### src/rtl/mmio_read_mux.sv
// MEM-stage read-data selector: DMEM pass-through, or a stalled req/ack read
// from one of NCH memory-mapped peripherals with a timeout abort.
//
// state  | meaning
// S_IDLE | no transaction; DMEM data passes through, a mapped load starts one
// S_WAIT | request held on channel r_ch, pipeline stalled, timeout counting
// S_DONE | registered peripheral (or timeout) word presented, pipeline released
module mmio_read_mux #(
  parameter int                NCH     = 7,
  parameter logic [12*NCH-1:0] CH_ADDR = {12'h834, 12'h828, 12'h824, 12'h820,
                                          12'h814, 12'h80c, 12'h808},
  parameter int                TIMEOUT = 16,
  parameter logic [31:0]       TO_DATA = 32'hDEAD_BEEF
) (
  input  logic              i_clk,
  input  logic              i_rst_n,
  input  logic              i_load_en,
  input  logic [31:0]       i_addr,
  input  logic [31:0]       i_dmem_rdata,
  input  logic [32*NCH-1:0] i_per_rdata,
  input  logic [NCH-1:0]    i_per_ack,
  output logic [NCH-1:0]    o_per_req,
  output logic [31:0]       o_rdata,
  output logic              o_stall,
  output logic              o_timeout_err
);

  localparam int CHW  = (NCH > 1) ? $clog2(NCH) : 1;
  localparam int CNTW = $clog2(TIMEOUT);
  localparam logic [CNTW-1:0] CNT_LAST = CNTW'(TIMEOUT - 1);

  typedef enum logic [1:0] {S_IDLE, S_WAIT, S_DONE} state_t;

  state_t          r_state, w_state_nxt;
  logic [CHW-1:0]  r_ch, w_hit_ch;
  logic [CNTW-1:0] r_cnt;
  logic [31:0]     r_data;
  logic [NCH-1:0]  r_per_req;
  logic            r_timeout_err;
  logic            w_hit, w_ack, w_timeout;
  logic [31:0]     w_ch_rdata;
  logic            w_unused;

  // Only the 12-bit page offset takes part in the decode.
  assign w_unused = ^i_addr[31:12];

  // Descending scan so the lowest matching channel is the one left standing.
  always_comb begin
    w_hit    = 1'b0;
    w_hit_ch = '0;
    for (int i = NCH - 1; i >= 0; i--) begin
      if (i_load_en && i_addr[11] && (i_addr[11:0] == CH_ADDR[12*i +: 12])) begin
        w_hit    = 1'b1;
        w_hit_ch = CHW'(i);
      end
    end
  end

  assign w_ack      = i_per_ack[r_ch];
  assign w_ch_rdata = i_per_rdata[32*r_ch +: 32];
  assign w_timeout  = (r_cnt == CNT_LAST);

  always_comb begin
    w_state_nxt = r_state;
    case (r_state)
      S_IDLE:  if (w_hit) w_state_nxt = S_WAIT;
      S_WAIT: begin
        if (!i_load_en)              w_state_nxt = S_IDLE;
        else if (w_ack || w_timeout) w_state_nxt = S_DONE;
      end
      S_DONE:  w_state_nxt = S_IDLE;
      default: w_state_nxt = S_IDLE;
    endcase
  end

  always_ff @(posedge i_clk or negedge i_rst_n) begin
    if (!i_rst_n) begin
      r_state       <= S_IDLE;
      r_ch          <= '0;
      r_cnt         <= '0;
      r_data        <= '0;
      r_per_req     <= '0;
      r_timeout_err <= 1'b0;
    end else begin
      r_state       <= w_state_nxt;
      r_timeout_err <= 1'b0;
      case (r_state)
        S_IDLE: begin
          if (w_hit) begin
            r_ch      <= w_hit_ch;
            r_cnt     <= '0;
            r_per_req <= NCH'(1) << w_hit_ch;
          end
        end
        S_WAIT: begin
          r_cnt <= r_cnt + 1'b1;
          // A flush beats everything; an ack beats a coincident timeout.
          if (!i_load_en) begin
            r_per_req <= '0;
          end else if (w_ack) begin
            r_data    <= w_ch_rdata;
            r_per_req <= '0;
          end else if (w_timeout) begin
            r_data        <= TO_DATA;
            r_timeout_err <= 1'b1;
            r_per_req     <= '0;
          end
        end
        default: ;
      endcase
    end
  end

  assign o_per_req     = r_per_req;
  assign o_timeout_err = r_timeout_err;
  assign o_rdata       = (r_state == S_DONE) ? r_data : i_dmem_rdata;
  // Gated by reset so a held mapped load cannot stall while in reset.
  assign o_stall       = i_rst_n & (((r_state == S_IDLE) & w_hit) | (r_state == S_WAIT));

endmodule
### config.mk
export PLATFORM = sky130hd
export DESIGN_NAME = mmio_read_mux
export DESIGN_NICKNAME = d
export VERILOG_FILES = /design/src/rtl/mmio_read_mux.sv
export SDC_FILE = /design/constraint.sdc
export NUM_CORES = 1
export LEC_CHECK = 0
export CAP_MARGIN = 40
export CORE_AREA = 2 2 132 134
export DETAILED_ROUTE_END_ITERATION = 10
export DIE_AREA = 0 0 134 136
export PLACE_DENSITY = 0.76
export SLEW_MARGIN = 15
export SYNTH_ARGS = -nofsm -noshare
export SYNTH_HDL_FRONTEND = slang
export SYNTH_SLANG_ARGS = --single-unit
### constraint.sdc
create_clock -name i_clk -period 5.45 [get_ports i_clk]
set_input_delay 1.09 -clock i_clk [delete_from_list [all_inputs] [get_ports i_clk]]
set_output_delay 1.09 -clock i_clk [all_outputs]
set_load 0.01 [all_outputs]
# Yosys cells after proc, flatten, opt, wreduce, memory -nomap -nowiden
# Index checks and enable logic that the tools add are counted.
totals:
  regBits: 49
  input_bits: 298
  out_inout_bits: 41
  word_cells: 77
classes:
  addsub: 1
  magnitude_cmp: 1
  eq_ne: 13
  shifts: 2
  n_mux: 34
  bitwise_logic: 3
  n_reduce_logical: 17
ops:
  columns: ["op", "count"]
  rows:
  - ["224-bit by 9-bit variable part select with 32-bit output", 1]
  - ["32-bit 2-to-1 mux", 3]
  - ["12-bit equality test (second input constant)", 7]
  - ["7-bit 2-to-1 mux", 4]
  - ["3-bit 2-to-1 mux", 7]
  - ["7-bit case mux with 2 select lines", 1]
  - ["1-bit 2-to-1 mux", 12]
  - ["1-bit logical AND", 8]
  - ["4-bit case mux with 2 select lines", 1]
  - ["1-bit by 3-bit left shift with 7-bit output (first input constant)", 1]
  - ["2-bit 2-to-1 mux", 3]
  - ["2-bit AND reduction", 3]
  - ["3-bit AND reduction", 2]
  - ["4-bit by 1-bit adder with 4-bit output (second input constant)", 1]
  - ["4-bit equality test (second input constant)", 1]
  - ["3-bit by 4-bit less-than comparator with 1-bit output (second input constant)", 1]
  - ["4-bit 2-to-1 mux", 1]
  - ["4-bit != test (second input constant)", 1]
  - ["2-bit case mux with 2 select lines", 1]
  - ["2-bit nonzero test", 2]
  - ["1-bit binary-select mux with 3-bit select", 1]
  - ["3-bit != test (second input constant)", 1]
  - ["1-bit AND", 2]
  - ["2-bit by 1-bit equality test with 1-bit output (second input constant)", 1]
  - ["other kinds (5)", 5]

# Longest topological paths before layout
# Gate-level depths: netlist of run 1.
depth:
  depth_word: 12
  mapped_depth: 8
  mapped_depth_nobuf: 5

# Worst setup path after synthesis of run 1
# No wires, ideal clock.
synth_path:
  kind: "input-to-output"
  start: "input port i_addr[10]"
  end: "output port o_stall"
  t_arrival_ns: 1.971
  required_ns: 4.360
  path_slack_ns: 2.389
  stages: 4
  path_buffers: 0
  cell_sequence: "nor4b_1 > and4b_1 > a31oi_1 > nor2_1"
synth_between:
  elab_chain_cells: 12
  word_cells_on_any_way: 24
  classes_between: "7 x eq/ne; 7 x mux; 3 x bitwise; 7 x reduce/logical"
synth_rtl:
  columns: ["element", "line_no", "text"]
  rows:
  - ["start, declared", "18", "input logic [31:0] i_addr,"]
  - ["12-bit equality test", "52", "if (i_load_en && i_addr[11] && (i_addr[11:0] == CH_ADDR[12*i +: 12])) begin"]
  - ["1-bit logical AND", "52", null]
  - ["1-bit 2-to-1 mux (6 in a row)", "52", null]
  - ["1-bit 2-to-1 mux *", "52", null]
  - ["1-bit AND *", "118", "assign o_stall = i_rst_n & (((r_state == S_IDLE) & w_hit) | (r_state == S_WAIT));"]
  - ["1-bit OR *", "118", null]
  - ["1-bit AND *", "118", null]
  - ["end, declared", "24", "output logic o_stall,"]
# Every way passes the cells marked *; elsewhere a longest branch is shown, timed or not.

# Worst setup path in the final report of run 1
# Same ends and word-level chain as after synthesis.

==> results of run 1 <==
-- flip-flops by register name (all words and copies together) (netlist names) --
name / cells
r_ch: 3
o_timeout_err: 1
o_per_req: 7
r_state: 2
r_cnt: 4
r_data: 32
-- power groups by stage --
stage	Combinational, mW	Sequential, mW	Clock, mW
3_5_place_dp	0.333	0.389	0
6_report	0.331	0.382	0.411
5_1_grt	0.354	0.383	0.432
2_1_floorplan	0.0844	0.386	0
3_3_place_gp	0.327	0.389	0
4_1_cts	0.334	0.382	0.423
-- how the worst max path moves through the flow --
stage	from	to	slack, ns	cells after the start
finish	i_addr[10]	o_stall	1.30	6
global route	i_addr[10]	o_stall	1.14	6
CTS	i_addr[10]	o_stall	1.29	6
detailed placement	i_addr[10]	o_stall	1.29	6
global placement	i_addr[10]	o_stall	1.35	6
floorplan	i_addr[10]	o_stall	2.39	4
-- metal layers --
| metal | wire length (um) | track usage, % |
|---|---|---|
| met1 | 7001 | 22.98 |
| met2 | 8971 | 31.99 |
| met3 | 981 | 3.542 |
| met4 | 250 | 4.610 |
| met5 | 0 | 0 |
-- synthesized netlist by cell type (all sizes together) (2+ instances only) --
library cell,instances
mux2i,36
nor3,29
mux4,33
nor2,6
nand2b,5
clkbuf,17
a31oi,2
nor2b,3
nand2,51
a21oi,27
dfrtp,49
nand3,4
nand4,2
mux2,33
buf,26
o21ai,36
o211ai,41
a22o,5
-- layout make-up --
class | instances | share of cell area (%)
Multi-Input combinational cell | 332 | 36.54
Timing Repair Buffer | 326 | 41.69
Inverter | 1 | 0.04779
Tap cell | 225 | 3.584
Clock inverter | 3 | 0.8283
Sequential cell | 49 | 15.72
Clock buffer | 5 | 1.593
-- cell families after synthesis --
kind of cell | share of synthesized area (%)
XOR/XNOR | 0.4065
multiplexers | 34.22
flip-flops | 28.45
AO/OA/AOI/OAI | 18.90
adder cells (fa/ha/maj) | 0.2902
AND/OR/NAND/NOR | 12.48
buffers and inverters | 5.254
-- stage by stage --
| step | power, mW | utilization, % |
|---|---|---|
| 2_1_floorplan | 0.4709 | - |
| 3_3_place_gp | 0.7162 | 45.07 |
| 3_5_place_dp | 0.7219 | 45.42 |
| 4_1_cts | 1.139 | 46.55 |
| 5_1_grt | 1.168 | 46.55 |
| 6_report | 1.124 | 46.55 |
==> flow_metrics.env, run 1 <==
export IMPL_status="finished, final reports clean"
export IMPL_relSlewSlack_pct=55.21
export IMPL_worstHoldStart="o_per_req[3]"
export IMPL_pwr_density_cell_mw_per_mm2=143.0
export IMPL_grt_pass1_wl_um=25290
export IMPL_leakage_nw=2.746
export IMPL_max_stage_delay_ns=0.56
export IMPL_ff2ff_path_depth=7
export IMPL_worst_pin_slew_ns=0.6688
export IMPL_skew_ns=0.007718
export IMPL_synth_edf_count=0
export IMPL_gr_total_overflow=0
export IMPL_io_pins=339
export IMPL_antenna_cells=0
export IMPL_drv_slew=0
export IMPL_clkPwrFrac_pct=36.5
export IMPL_yosys_warnings=0
export IMPL_die_h_um=136
export IMPL_first_global_vias=4525
export IMPL_ys_async_sr_fraction_pct=100.0
export IMPL_ant_nets=0
export IMPL_grt_start_max_net_pins=66
export IMPL_clk_latency_ns=0.30
export IMPL_fin_tns_setup_ns=0
export IMPL_register_area_mm2=0.001235
export IMPL_r2r_start="r_ch[1]"
export IMPL_fmax_ghz=0.2410
export IMPL_vdd_drop_max_mv=0.1002
export IMPL_p_sw_uw=247.2
export IMPL_hold_depth=1
export IMPL_wl_um=17200
export IMPL_drv_cap=0
export IMPL_die_area_mm2=0.01822
export IMPL_endpoint_kind="primary output"
export IMPL_num_vias=4585
export IMPL_antenna_found_initial=0
export IMPL_synth_fp_nets=724
export IMPL_netlist_area_leader_share_pct=28.45
export IMPL_fp_dieW_um=134
export IMPL_rrSetupSlack_ns=2.61
export IMPL_yosys_area_top_type="dfrtp_1"
export IMPL_synth_ff_type="dfrtp_1"
export IMPL_holdWs_ns=0.4996
export IMPL_critical_path_required_ns=4.36
export IMPL_final_nets=1014
export IMPL_synth_area_mm2=0.004310
export IMPL_port_buffers=318
export IMPL_initial_core_util_pct=25.54
export IMPL_min_path_type="flip-flop to flip-flop"
export IMPL_holdPathEnd="o_per_req[3]"
export IMPL_critPathMostFrequentCell="clkdlybuf4s50_1"
export IMPL_critical_path_cell_chain="clkdlybuf4s50_1 -> nor4b_1 -> and4b_1 -> a31oi_1 -> nor2_1 -> clkdlybuf4s50_1"
export IMPL_drtIter0Drc=201
export IMPL_postCtsHoldBufs=0
export IMPL_setup_slack_ns=1.301
export IMPL_gp_congestion=0.7973
export IMPL_cts_sinks=49
export IMPL_num_rows=48
export IMPL_critical_path_top_delay_family="buffers and inverters"
export IMPL_synth_top_cells_by_area="dfrtp_1, mux4_2, mux2_2, mux2i_1, o211ai_1"
export IMPL_rsz0062_at_grt="no"
export IMPL_wl_per_cell_um=18.28
export IMPL_synth_cells=425
export IMPL_ys_seq_area_share_pct=28.45
export IMPL_intPower_uw=876.3
export IMPL_syn_avg_cell_area_um2=10.14
export IMPL_final_setup_viol_count=0
export IMPL_final_area_mm2=0.007855
export IMPL_cts_made_buffers=5
export IMPL_core_mm2=0.01688
export IMPL_track_usage_pct=18.22
export IMPL_hold_viol_final=0
export IMPL_area_growth_pct=82.24
export IMPL_cts_resized=0
export IMPL_mostFrequentLayoutCell="clkdlybuf4s50_1"
export IMPL_cts_root_buf="clkbuf_16"
export IMPL_ys_ff_latch=49
export IMPL_path_buf_inv=2
export IMPL_placed_area_mm2=0.007665
export IMPL_pwr_share_seq_pct=34.0
export IMPL_p_comb_share_pct=29.5
export IMPL_clk_path_buf_depth=2
export IMPL_layout_min_cycle_time_ns=4.149
export IMPL_drc_errors=0
export IMPL_slowest_stage="clkdlybuf4s50_1"
export IMPL_stdcell_count=941
export IMPL_crit_path_max_fanout=4
export IMPL_sw_frac_of_total_pct=22.00
export IMPL_final_layout_size_suffix_gt1_share_pct=15.78
export IMPL_drtPass1Iterations=4
export IMPL_vias_per_cell=4.872
export IMPL_worstSetupPathType="primary input to primary output"
export IMPL_dp_slack_ns=1.288
export IMPL_place_inst=933
export IMPL_mostFrequentLayoutCells="clkdlybuf4s50_1, nand2_1, dfrtp_1, o211ai_1"
export IMPL_cts_tree="yes"
export IMPL_period_share_pct=76.12
export IMPL_cts_setup_buffers=0
export IMPL_cts_clk_slew_worst_paths_ns=0.07
export IMPL_synthDistinctLibCells=45
export IMPL_fill_cells=1583
export IMPL_hpwl_um=14220
export IMPL_r2r_end="r_data[10]"
export IMPL_cp_start_kind="primary input"
export IMPL_critPathArrivalTime_ns=3.06
export IMPL_cts_max_level=2
export IMPL_multi_input_area_mm2=0.002870
(Power assumes the default switching activity.)
==> inputs of run 2 (changes only) <==
--- a/config.mk
+++ b/config.mk
@@ -6,10 +6,10 @@
 export NUM_CORES = 1
 export LEC_CHECK = 0
 export CAP_MARGIN = 40
-export CORE_AREA = 2 2 132 134
+export CORE_AREA = 2 2 130 132
 export DETAILED_ROUTE_END_ITERATION = 10
-export DIE_AREA = 0 0 134 136
-export PLACE_DENSITY = 0.76
+export DIE_AREA = 0 0 132 134
+export PLACE_DENSITY = 0.78
 export SLEW_MARGIN = 15
 export SYNTH_ARGS = -nofsm -noshare
 export SYNTH_HDL_FRONTEND = slang
==> constraint.sdc (replaced) <==
create_clock -name i_clk -period 4.1 [get_ports i_clk]
set_input_delay 0.82 -clock i_clk [delete_from_list [all_inputs] [get_ports i_clk]]
set_output_delay 0.82 -clock i_clk [all_outputs]
set_load 0.01 [all_outputs]
==> flow_metrics.env, run 2 (same netlist as run 1, synthesis figures left out) <==
export IMPL_critPathMostFrequentCell="clkdlybuf4s50_1"
export IMPL_wl_um=17410
export IMPL_mostFrequentLayoutCell="clkdlybuf4s50_1"
export IMPL_grt_start_max_net_pins=66
export IMPL_leakage_nw=2.737
export IMPL_postCtsHoldBufs=0
export IMPL_ant_nets=0
export IMPL_port_buffers=318
export IMPL_drv_slew=0
export IMPL_layout_min_cycle_time_ns=3.714
export IMPL_final_area_mm2=0.007841
export IMPL_drtIter0Drc=246
export IMPL_die_area_mm2=0.01769
export IMPL_clk_path_buf_depth=2
export IMPL_sw_frac_of_total_pct=22.82
export IMPL_power_total_mw=1.432
export IMPL_gp_congestion=0.8010
export IMPL_gr_total_overflow=0
export IMPL_fmax_ghz=0.2693
export IMPL_io_pins=339
export IMPL_placed_area_mm2=0.007667
export IMPL_period_share_pct=90.58
export IMPL_skew_ns=0.01316
export IMPL_cts_resized=0
export IMPL_cts_sinks=49
export IMPL_first_global_vias=4851
export IMPL_fin_tns_setup_ns=0
export IMPL_initial_core_util_pct=26.46
export IMPL_drc_errors=0
export IMPL_track_usage_pct=19.51
export IMPL_wl_per_cell_um=18.56
export IMPL_hpwl_um=13780
export IMPL_drv_cap=0
export IMPL_drtPass1Iterations=4
export IMPL_fp_dieW_um=132
export IMPL_grt_pass1_wl_um=27000
export IMPL_hold_depth=1
export IMPL_path_buf_inv=2
export IMPL_vdd_drop_max_mv=0.1551
export IMPL_relSlewSlack_pct=55.19
export IMPL_pwr_density_cell_mw_per_mm2=182.6
export IMPL_endpoint_kind="primary output"
export IMPL_slowest_stage="clkdlybuf4s50_1"
export IMPL_final_setup_viol_count=0
export IMPL_min_path_type="flip-flop to flip-flop"
export IMPL_mostFrequentLayoutCells="clkdlybuf4s50_1, nand2_1, dfrtp_1, o211ai_1"
export IMPL_final_layout_size_suffix_gt1_share_pct=15.90
export IMPL_clkPwrFrac_pct=34.0
export IMPL_critical_path_cell_chain="clkdlybuf4s50_1 -> nor4b_1 -> and4b_1 -> a31oi_1 -> nor2_1 -> clkdlybuf4s50_1"
export IMPL_cts_tree="yes"
export IMPL_worstSetupPathType="primary input to primary output"
export IMPL_cts_setup_buffers=0
export IMPL_p_sw_uw=326.8
export IMPL_core_mm2=0.01629
export IMPL_cts_made_buffers=5
export IMPL_rsz0062_at_grt="no"
export IMPL_critical_path_top_delay_family="buffers and inverters"
export IMPL_clk_latency_ns=0.30
export IMPL_intPower_mw=1.105
export IMPL_cts_max_level=2
export IMPL_holdWs_ns=0.4986
export IMPL_largest_register_ffs=32
export IMPL_cp_depth=6
export IMPL_num_vias=4629
export IMPL_cts_root_buf="clkbuf_16"
export IMPL_crit_path_max_fanout=4
export IMPL_status="finished, final reports clean"
export IMPL_die_h_um=134
export IMPL_final_nets=1015
export IMPL_hold_viol_final=0
export IMPL_cts_clk_slew_worst_paths_ns=0.08
export IMPL_max_stage_delay_ns=0.55
export IMPL_num_rows=47
export IMPL_vias_per_cell=4.935
export IMPL_pwr_share_seq_pct=35.4
export IMPL_critical_path_required_ns=3.28
export IMPL_p_comb_share_pct=30.6
export IMPL_area_growth_pct=81.92
export IMPL_worst_pin_slew_ns=0.6722
export IMPL_cp_start_kind="primary input"
export IMPL_ff2ff_path_depth=6
export IMPL_antenna_found_initial=1
export IMPL_critPathArrivalTime_ns=2.89
export IMPL_regMostFlops="r_data"
==> run 2: area by class of cell <==
type	count	area (um^2)
fillers	1565	8448
flip-flops and latches	49	1235
multi-input cells	332	2875
clock buffers	5	125.1
well taps	220	275.3
repair buffers	327	3278
inverters	1	3.754
clock inverters	3	46.29
diodes	1	2.502
==> run 2: metal layers <==
layer / part of all wire, % / vias to the layer above / GRT usage (%)
met2: 51 / 195 / 35.04
li1: - / 2216 / -
met5: 0 / - / 0
met3: 6.1 / 18 / 3.930
met4: 2.0 / 0 / 5.072
met1: 41 / 2200 / 23.87
==> run 2: final timing paths <==
kind	startpoint	endpoint	slack [ns]
min reg2reg	o_per_req[3]	o_per_req[3]	0.50
min	o_per_req[3]	o_per_req[3]	0.50
max reg2reg	r_ch[1]	r_data[10]	1.61
max in group asynchronous	i_rst_n	r_ch[0]	2.95
max	i_addr[10]	o_stall	0.39
min in group asynchronous	i_rst_n	r_cnt[3]	0.65
==> run 2: through the flow <==
stage / instances / util, % / worst slack [ns]
global route: 938 / 48.14 / 0.2750
global placement: 928 / 46.90 / 0.5172
detailed placement: 929 / 47.07 / 0.3816
CTS: 937 / 48.12 / 0.3861
finish: 938 / 48.14 / 0.3861
floorplan: 425 / - / 1.579
==> run 2: power by group through the flow <==
stage	registers (mW)	logic (mW)	clock network, mW
after global placement	0.516	0.433	0
after detailed placement	0.517	0.440	0
final	0.508	0.438	0.487
after global routing	0.509	0.470	0.529
after floorplan	0.514	0.112	0
after CTS	0.507	0.442	0.508
==> run 2: worst reg2reg max path, delay by kind of cell (launching register included) <==
family / cells / cell delay (ns)
AOI/OAI and AO/OA: 1 / 0.12
buffers and inverters: 1 / 0.28
DFF: 1 / 0.78
muxes: 2 / 0.75
and+or+nand+nor: 2 / 0.47
